<file path="src/rtl/cachev3.sv">
// Set-associative write-back, write-allocate data cache with round-robin
// replacement and a req/ack handshake to the backing memory.
module cachev3 #(
    parameter int SETS = 4,
    parameter int WAYS = 2
) (
    input  logic        clk_i,
    input  logic        rst_i,
    input  logic        cache_enable_i,
    input  logic        write_enable_i,
    input  logic        byte_op_i,
    input  logic [31:0] address_i,
    input  logic [31:0] write_data_i,
    output logic [31:0] read_data_o,
    output logic        hit_o,
    output logic        stall_o,
    output logic        mem_req_o,
    output logic        mem_we_o,
    output logic [31:0] mem_addr_o,
    output logic [31:0] mem_wdata_o,
    input  logic [31:0] mem_rdata_i,
    input  logic        mem_ack_i
);
    localparam int INDEX_W = $clog2(SETS);
    localparam int TAG_W   = 30 - INDEX_W;
    localparam int WAY_W   = (WAYS > 1) ? $clog2(WAYS) : 1;

    typedef enum logic [1:0] {IDLE, WRITEBACK, REFILL} state_t;
    state_t state, state_next;

    logic [SETS-1:0][WAYS-1:0]  valid, dirty;
    logic [SETS-1:0][WAY_W-1:0] victim_ptr;
    logic [TAG_W-1:0]           tag_mem  [SETS][WAYS];
    logic [31:0]                data_mem [SETS][WAYS];
    logic [WAY_W-1:0]           victim_way;

    logic [INDEX_W-1:0] index;
    logic [TAG_W-1:0]   tag;
    logic [1:0]         offset;
    assign index  = address_i[2+INDEX_W-1:2];
    assign tag    = address_i[31:2+INDEX_W];
    assign offset = address_i[1:0];

    logic             hit, found_invalid;
    logic [WAY_W-1:0] hit_way, invalid_way, miss_way;
    logic [31:0]      hit_data;
    logic [7:0]       hit_byte;

    always_comb begin
        hit           = 1'b0;
        hit_way       = '0;
        found_invalid = 1'b0;
        invalid_way   = '0;
        for (int unsigned w = 0; w < WAYS; w++) begin
            if (!hit && valid[index][WAY_W'(w)] && tag_mem[index][WAY_W'(w)] == tag) begin
                hit     = 1'b1;
                hit_way = WAY_W'(w);
            end
            if (!found_invalid && !valid[index][WAY_W'(w)]) begin
                found_invalid = 1'b1;
                invalid_way   = WAY_W'(w);
            end
        end
        miss_way = found_invalid ? invalid_way : victim_ptr[index];
        hit_data = data_mem[index][hit_way];
        hit_byte = hit_data[{offset, 3'b000} +: 8];
    end

    logic store_hit, start_miss, install;

    always_comb begin
        state_next  = state;
        hit_o       = 1'b0;
        stall_o     = 1'b0;
        read_data_o = '0;
        mem_req_o   = 1'b0;
        mem_we_o    = 1'b0;
        mem_addr_o  = '0;
        mem_wdata_o = '0;
        store_hit   = 1'b0;
        start_miss  = 1'b0;
        install     = 1'b0;
        case (state)
            IDLE: begin
                if (cache_enable_i) begin
                    if (hit) begin
                        hit_o       = 1'b1;
                        read_data_o = byte_op_i ? {24'b0, hit_byte} : hit_data;
                        store_hit   = write_enable_i;
                    end else begin
                        // The core may already be requesting while reset is held.
                        stall_o    = ~rst_i;
                        start_miss = 1'b1;
                        state_next = (valid[index][miss_way] && dirty[index][miss_way])
                                     ? WRITEBACK : REFILL;
                    end
                end
            end
            WRITEBACK: begin
                stall_o     = 1'b1;
                mem_req_o   = 1'b1;
                mem_we_o    = 1'b1;
                mem_addr_o  = {tag_mem[index][victim_way], index, 2'b00};
                mem_wdata_o = data_mem[index][victim_way];
                if (mem_ack_i) state_next = REFILL;
            end
            REFILL: begin
                stall_o    = 1'b1;
                mem_req_o  = 1'b1;
                mem_addr_o = {address_i[31:2], 2'b00};
                if (mem_ack_i) begin
                    install    = 1'b1;
                    state_next = IDLE;
                end
            end
            default: state_next = IDLE;
        endcase
    end

    always_ff @(posedge clk_i or posedge rst_i) begin
        if (rst_i) begin
            state      <= IDLE;
            valid      <= '0;
            dirty      <= '0;
            victim_ptr <= '0;
            victim_way <= '0;
        end else begin
            state <= state_next;
            if (start_miss) victim_way <= miss_way;
            if (store_hit) dirty[index][hit_way] <= 1'b1;
            if (install) begin
                valid[index][victim_way] <= 1'b1;
                dirty[index][victim_way] <= 1'b0;
                if (WAYS > 1 && victim_way == victim_ptr[index])
                    victim_ptr[index] <= victim_ptr[index] + 1'b1;
            end
        end
    end

    // Data and tag arrays survive reset; only the valid bits gate their use.
    always_ff @(posedge clk_i) begin
        if (store_hit) begin
            if (byte_op_i) data_mem[index][hit_way][{offset, 3'b000} +: 8] <= write_data_i[7:0];
            else           data_mem[index][hit_way] <= write_data_i;
        end
        if (install) begin
            data_mem[index][victim_way] <= mem_rdata_i;
            tag_mem[index][victim_way]  <= tag;
        end
    end
endmodule

</file>
<file path="config.mk">
export PLATFORM = sky130hd
export DESIGN_NAME = cachev3
export DESIGN_NICKNAME = d
export VERILOG_FILES = /design/src/rtl/cachev3.sv
export SDC_FILE = /design/constraint.sdc
export NUM_CORES = 1
export LEC_CHECK = 0
export CAP_MARGIN = 20
export CORE_MARGIN = 2
export CORE_UTILIZATION = 45
export CTS_CLUSTER_SIZE = 10
export DETAILED_ROUTE_END_ITERATION = 8
export PLACE_DENSITY_LB_ADDON = 0.25
export SETUP_SLACK_MARGIN = 0.05
export SLEW_MARGIN = 20
export SYNTH_ARGS = -nofsm -noshare
export SYNTH_HDL_FRONTEND = slang
export SYNTH_SLANG_ARGS = --single-unit
export TNS_END_PERCENT = 50
</file>
<file path="constraint.sdc">
create_clock -name clk_i -period 3.5 [get_ports clk_i]
set_input_delay 0.35 -clock clk_i [delete_from_list [all_inputs] [get_ports clk_i]]
set_output_delay 0.35 -clock clk_i [all_outputs]
set_load 0.01 [all_outputs]
</file>
After elaboration in Yosys (flattened, before gate mapping)
Memory sizes are Yosys's and may differ from the RTL's.
Cells that the tools add are included.
{ "totals": {"ff_bits": 23, "ramBits": 480, "out_inout_bits": 100, "word_cells": 404, "n_memories": 2} }
{ "memory_table": {"columns": ["name", "words", "width", "rd", "rd_clocked_by_memory_dff", "write_ports", "line_no", "source"], "rows": [
  ["data_mem", 4, 64, 1, 0, 1, "34", "logic [31:0] data_mem [SETS][WAYS];"],
  ["tag_mem", 4, 56, 1, 0, 1, "33", "logic [TAG_W-1:0] tag_mem [SETS][WAYS];"]
]} }
{ "op_classes": {"addsub": 2, "magnitude_cmp": 11, "eq_ne": 9, "n_shift": 3, "n_mux": 212, "bitwise_logic": 135, "n_reduce_logical": 16} }
{ "op_table": {"columns": ["operator", "count"], "rows": [
  ["$mux 32", 14],
  ["$mux 64", 3],
  ["$mux 1", 163],
  ["$or 1x1->1", 128],
  ["$mux 28", 4],
  ["$demux 32 s1", 3],
  ["$pmux 32 s2", 1],
  ["$eq 28x28->1", 2],
  ["$mux 56", 1],
  ["$shift 8x7->32 const A", 1],
  ["$shiftx 32x6->8", 1],
  ["$shiftx 8x7->32", 1],
  ["$demux 28 s1", 1],
  ["$mux 2", 9],
  ["$mux 8", 2],
  ["$or 8x8->8", 2],
  ["$logic_and 1x1->1", 10],
  ["$and 8x8->8", 1],
  ["$bmux 2 s2", 2],
  ["$demux 2 s2", 2],
  ["$ne 2x2->1 const B", 4],
  ["$not 8->8", 1],
  ["$neg 5->7", 1],
  ["$lt 1x2->1 const B", 3],
  ["22 further kinds", 28]
]} }

Depth between registers and ports, before layout
{ "logic_depth": {"word_depth": 18, "ltp_mapped": 15, "ltp_nobuf": 9} }

Least setup slack after synthesis
No wires, ideal clock.
{ "synth_path": {"path_type": "input to register", "start": "input address_i[2]", "end": "memory tag_mem[3][28] (netlist name), enable pin", "setup_time_ps": 415, "arrival_ps": 3841, "t_required_ps": 3085, "path_slack_ps": -756, "stages": 12, "cell_sequence": "buf_4 > buf_8 > buf_4 > buf_6 > buf_2 > buf_2 > buf_4 > buf_2 > buf_2 > buf_2 > nand2_1 > nor2_1"} }
{ "synth_lines": {"columns": ["element", "line_no", "source"], "rows": [
  ["from (decl)", "12", "input logic [31:0] address_i,"],
  ["to (decl)", "33", null]
]} }
Straight into the memory's write port.

Final worst setup path
{ "layout_path": {"start": "memory tag_mem[3][38] (netlist name)", "end": "output read_data_o[24]"} }
{ "layout_via": {"elab_chain_cells": 16, "word_cells_on_any_way": 17, "cone_classes": "eq/ne (1); mux (10); bitwise (1); reduce/logical (4); memory (1)"} }
{ "layout_rtl": {"columns": ["element", "line_no", "source"], "rows": [
  ["$mem_v2 4x56 (*)", null, null],
  ["$eq 28x28->1 (*)", "55", "if (!hit && valid[index][WAY_W'(w)] && tag_mem[index][WAY_W'(w)] == tag) begin"],
  ["$logic_and 1x1->1 (*)", "55", null],
  ["$mux 1 (*)", "55", null],
  ["$logic_not 1->1", "55", null],
  ["$logic_and 1x1->1 (2 in a row)", "55", null],
  ["$mux 1", "55", null],
  ["$not 1->2 (implied by the code)", "65", "hit_data = data_mem[index][hit_way];"],
  ["$mux 32 (implied by the code) (3 in a row)", "65", null],
  ["$mux 32", "88", "read_data_o = byte_op_i ? {24'b0, hit_byte} : hit_data;"],
  ["$mux 32 (*)", "86", "if (hit) begin"],
  ["$mux 32 (*)", "85", "if (cache_enable_i) begin"],
  ["$mux 32 (*)", "83", "case (state)"],
  ["to (decl)", "14", "output logic [31:0] read_data_o,"]
]} }
Mark *: on every way between the ends. The rest lies on a longest branch, timed or not. The select of a mux whose other input is x is not followed.

==> flow_summary.json <==
{
  "hold_slack_ns": 0.364,
  "start_kind": "flip-flop",
  "setup_viol": 418,
  "synth_top_family_by_area": "multiplexers",
  "yosys.area.top_type": "edfxtp_1",
  "ys_warn_count": 0,
  "cp_cell_sequence": "mux4_2, xnor2_2, nand4_1, or4b_4, buf_6, o21a_2, or3_4, buf_12, clkbuf_16, nor2_4, buf_6",
  "fill_cells": 3799,
  "dieArea_sq_um": 54200,
  "top_level_ports": 202,
  "grt_pass1_wl_um": 101000,
  "r2r-start": "tag_mem[3][38]",
  "drc_errors": 0,
  "hp-class": "primary input to asynchronous set/reset pin",
  "via_count": 15900,
  "die_h_um": 233,
  "power.leakage_nw": 11.1,
  "coreArea_sq_um": 51500,
  "synth_area_leaders": "edfxtp_1 (61%), mux4_2 (11%), mux2i_1 (6.9%), dfrtp_1 (2.4%), nor2_1 (2.2%)",
  "dp_hpwl_um": 47100,
  "worst_r2r_endpoint": "data_mem[3][20]",
  "area_growth_pct": 32.7,
  "yosysUniqueCellTypes": 62,
  "die_w_um": 233,
  "synth_edf_count": 480,
  "drtIter0Drc": 1716,
  "path_common_cell": "buf_6",
  "first_pass_iters": 5,
  "max_stage_delay_ns": 0.64,
  "rows": 83,
  "cap_violations": 0,
  "nets": 2087,
  "violations": "negative setup slack",
  "hold_viol": 0,
  "tightestPinTransition_ns": 0.907,
  "slew_headroom_pct": 39.5,
  "via_per_inst": 5.88,
  "p_per_area_nw_per_um2": 521,
  "rsz0062_at_grt": "yes",
  "synthArstFlopShare_pct": 4.57,
  "drive_above_1_share_pct": 33.5,
  "antenna_found_initial": 1,
  "syn_avg_cell_area_sq_um": 15.4,
  "muxShareOfSynthArea_pct": 19.3,
  "critical_path_required_ns": 3.15,
  "multi_input_area_sq_um": 8850,
  "cts-root-buf": "clkbuf_16",
  "slew_viol_final": 0,
  "cts_sinks": 503,
  "clk_pin_slew_ns": 0.06,
  "p_total_w": 0.0163,
  "grt_max_degree": 49,
  "synth_compound_area_share_pct": 5.50,
  "fmax_mhz": 237,
  "arrival_ns": 3.87,
  "reg2reg_slack_ns": -0.29,
  "regArea_sq_um": 15000,
  "ys_ff_latch": 503,
  "cts_buffer_depth": 3,
  "place.gp.congestion": 0.869,
  "fin_crit_sh_pct": 121,
  "place.port_buffers": 199,
  "cts_buffers": 58,
  "ys.flop_type": "edfxtp_1",
  "crit_path_end": "read_data_o[24]",
  "reg2regPathDepth": 14,
  "yosys.area_share.simple_pct": 6.86,
  "gr-total-overflow": 0,
  "synth_area_sq_um": 23500,
  "hold_buffers": 0,
  "critical-path-slowest-cell": "or4b_4",
  "cp-startpoint": "tag_mem[3][38]",
  "syn_inst": 1530,
  "h-tree-depth": 2,
  "period_minus_slack_ns": 4.22,
  "cp_max_fo": 6,
  "grt_usage_pct": 25.5,
  "initial_utilization_pct": 45.7,
  "grt_pass1_vias": 16000,
  "detail-route-antenna-nets": 0,
  "synth_top_area_share_pct": 61.2,
  "outcome": "complete, but fails checks",
  "fin_worst_skew_ns": 0.0315,
  "wl_per_cell_um": 25.9,
  "synth_xor_area_share_pct": 1.64,
  "synthAdderAreaFrac_pct": 0.478,
  "fin_ws_ns": -0.722,
  "ir_drop_uv": 407,
  "cp-end-kind": "output port",
  "insertion_delay_ns": 0.62,
  "synth-seq-area-share_pct": 63.7,
  "critPathKind": "flip-flop to output port",
  "n_antenna_cell": 0,
  "drt-total-wl_um": 69800,
  "cts_tree": "yes"
}
-- area by class of cell --
class                           count  area share, %
Clock buffer                       96           5.27
Clock inverter                      6          0.168
Inverter                           14          0.168
Multi-Input combinational cell    916           28.3
Sequential cell                   503           48.0
Tap cell                          680           2.72
Timing Repair Buffer              483           15.3
-- worst min path at each step --
stage / end / depth (start not counted)
final: valid[3] / 2
after global routing: valid[7] / 2
after CTS: valid[0] / 2
after detailed placement: valid[1] / 1
after global placement: valid[4] / 1
after floorplan: dirty[0] / 1
-- power breakdown --
| group | switching (W) | internal [W] |
|---|---|---|
| Sequential | 0.000174 | 0.00707 |
| Combinational | 0.00203 | 0.00150 |
| Clock | 0.00231 | 0.00318 |
-- cell families after synthesis --
kind of cell             after synthesis
AO/OA/AOI/OAI                        200
XOR/XNOR                              44
adder cells (fa/ha/maj)                9
buffers and inverters                112
flip-flops                           503
multiplexers                         306
other                                  1
AND/OR/NAND/NOR                      355
-- repair_timing --
item | in CTS | in global routing
pin swaps | 34 | 36
gates cloned | 3 | 3
buffers inserted | 26 | 15
setup endpoints to repair | 575 | 548
gates resized for setup | 264 | 125
-- registers in the layout (all words and copies together), names as in the netlist --
register,count
dirty,8
state,2
victim_ptr,4
data_mem,256
victim_way,1
valid,8
tag_mem,224
-- per-layer routing --
metal / up-vias / wire length [um] / track usage [%]
met5: - / 11 / 0
met3: 127 / 5230 / 4.71
li1: 6871 / - / -
met2: 700 / 33900 / 41.4
met4: 2 / 2360 / 8.02
met1: 8155 / 28300 / 34.9
-- critical path: cells and delay by family, from the launching register on --
family,cells,cell delay [ns]
and+or+nand+nor,4,1.34
buffers and inverters,4,0.60
muxes,1,0.52
DFF,1,0.37
AOI/OAI and AO/OA,1,0.24
xor gates and xnor gates,1,0.16
-- cells in the final DEF, fill, tap and decap left out, types with 14 or more instances in the layout --
cell	synthesis	layout
edfxtp_1	480	480
buf_4	15	214
clkdlybuf4s50_1	0	163
mux2i_1	162	141
mux4_2	116	116
nand2_1	104	100
nor2_1	141	93
clkbuf_16	0	61
buf_6	7	46
nor2_4	0	44
buf_12	0	38
clkbuf_1	46	34
xnor2_1	34	31
a22oi_1	31	31
o21ai_1	49	31
o21ai_0	34	26
and2_1	26	26
mux2_2	23	25
dfrtp_1	23	22
o21ai_2	0	20
nand2b_1	19	19
o22ai_1	14	14
-- cell usage after synthesis (10+ instances only) --
cell type / instances
mux4_2: 116
inv_1: 13
o22ai_1: 14
edfxtp_1: 480
o21ai_1: 49
nand2_1: 104
nand4_1: 10
clkbuf_1: 46
dfrtp_1: 23
o21ai_0: 34
mux2i_1: 162
a22oi_1: 31
xnor2_1: 34
a21oi_1: 16
xor2_1: 10
nor2_1: 141
and2_1: 26
nand2b_1: 19
mux2_2: 23
buf_2: 21
or2_2: 11
buf_4: 15
-- stage by stage --
stage | TNS (ns) | std cells | setup slack (ns) | area (sq um) | util, %
detailed placement | -270.69 | 2551 | -1.03 | 28000 | 54.4
floorplan | -17.52 | 1531 | -0.258 | 23600 | -
CTS | -31.12 | 2681 | -0.712 | 30500 | 59.2
global route | -108.74 | 2698 | -0.767 | 31200 | 60.6
finish | -83.65 | 2698 | -0.722 | 31200 | 60.6
global placement | -262.27 | 2551 | -1.04 | 28000 | 54.4
(Power assumes the default switching activity.)
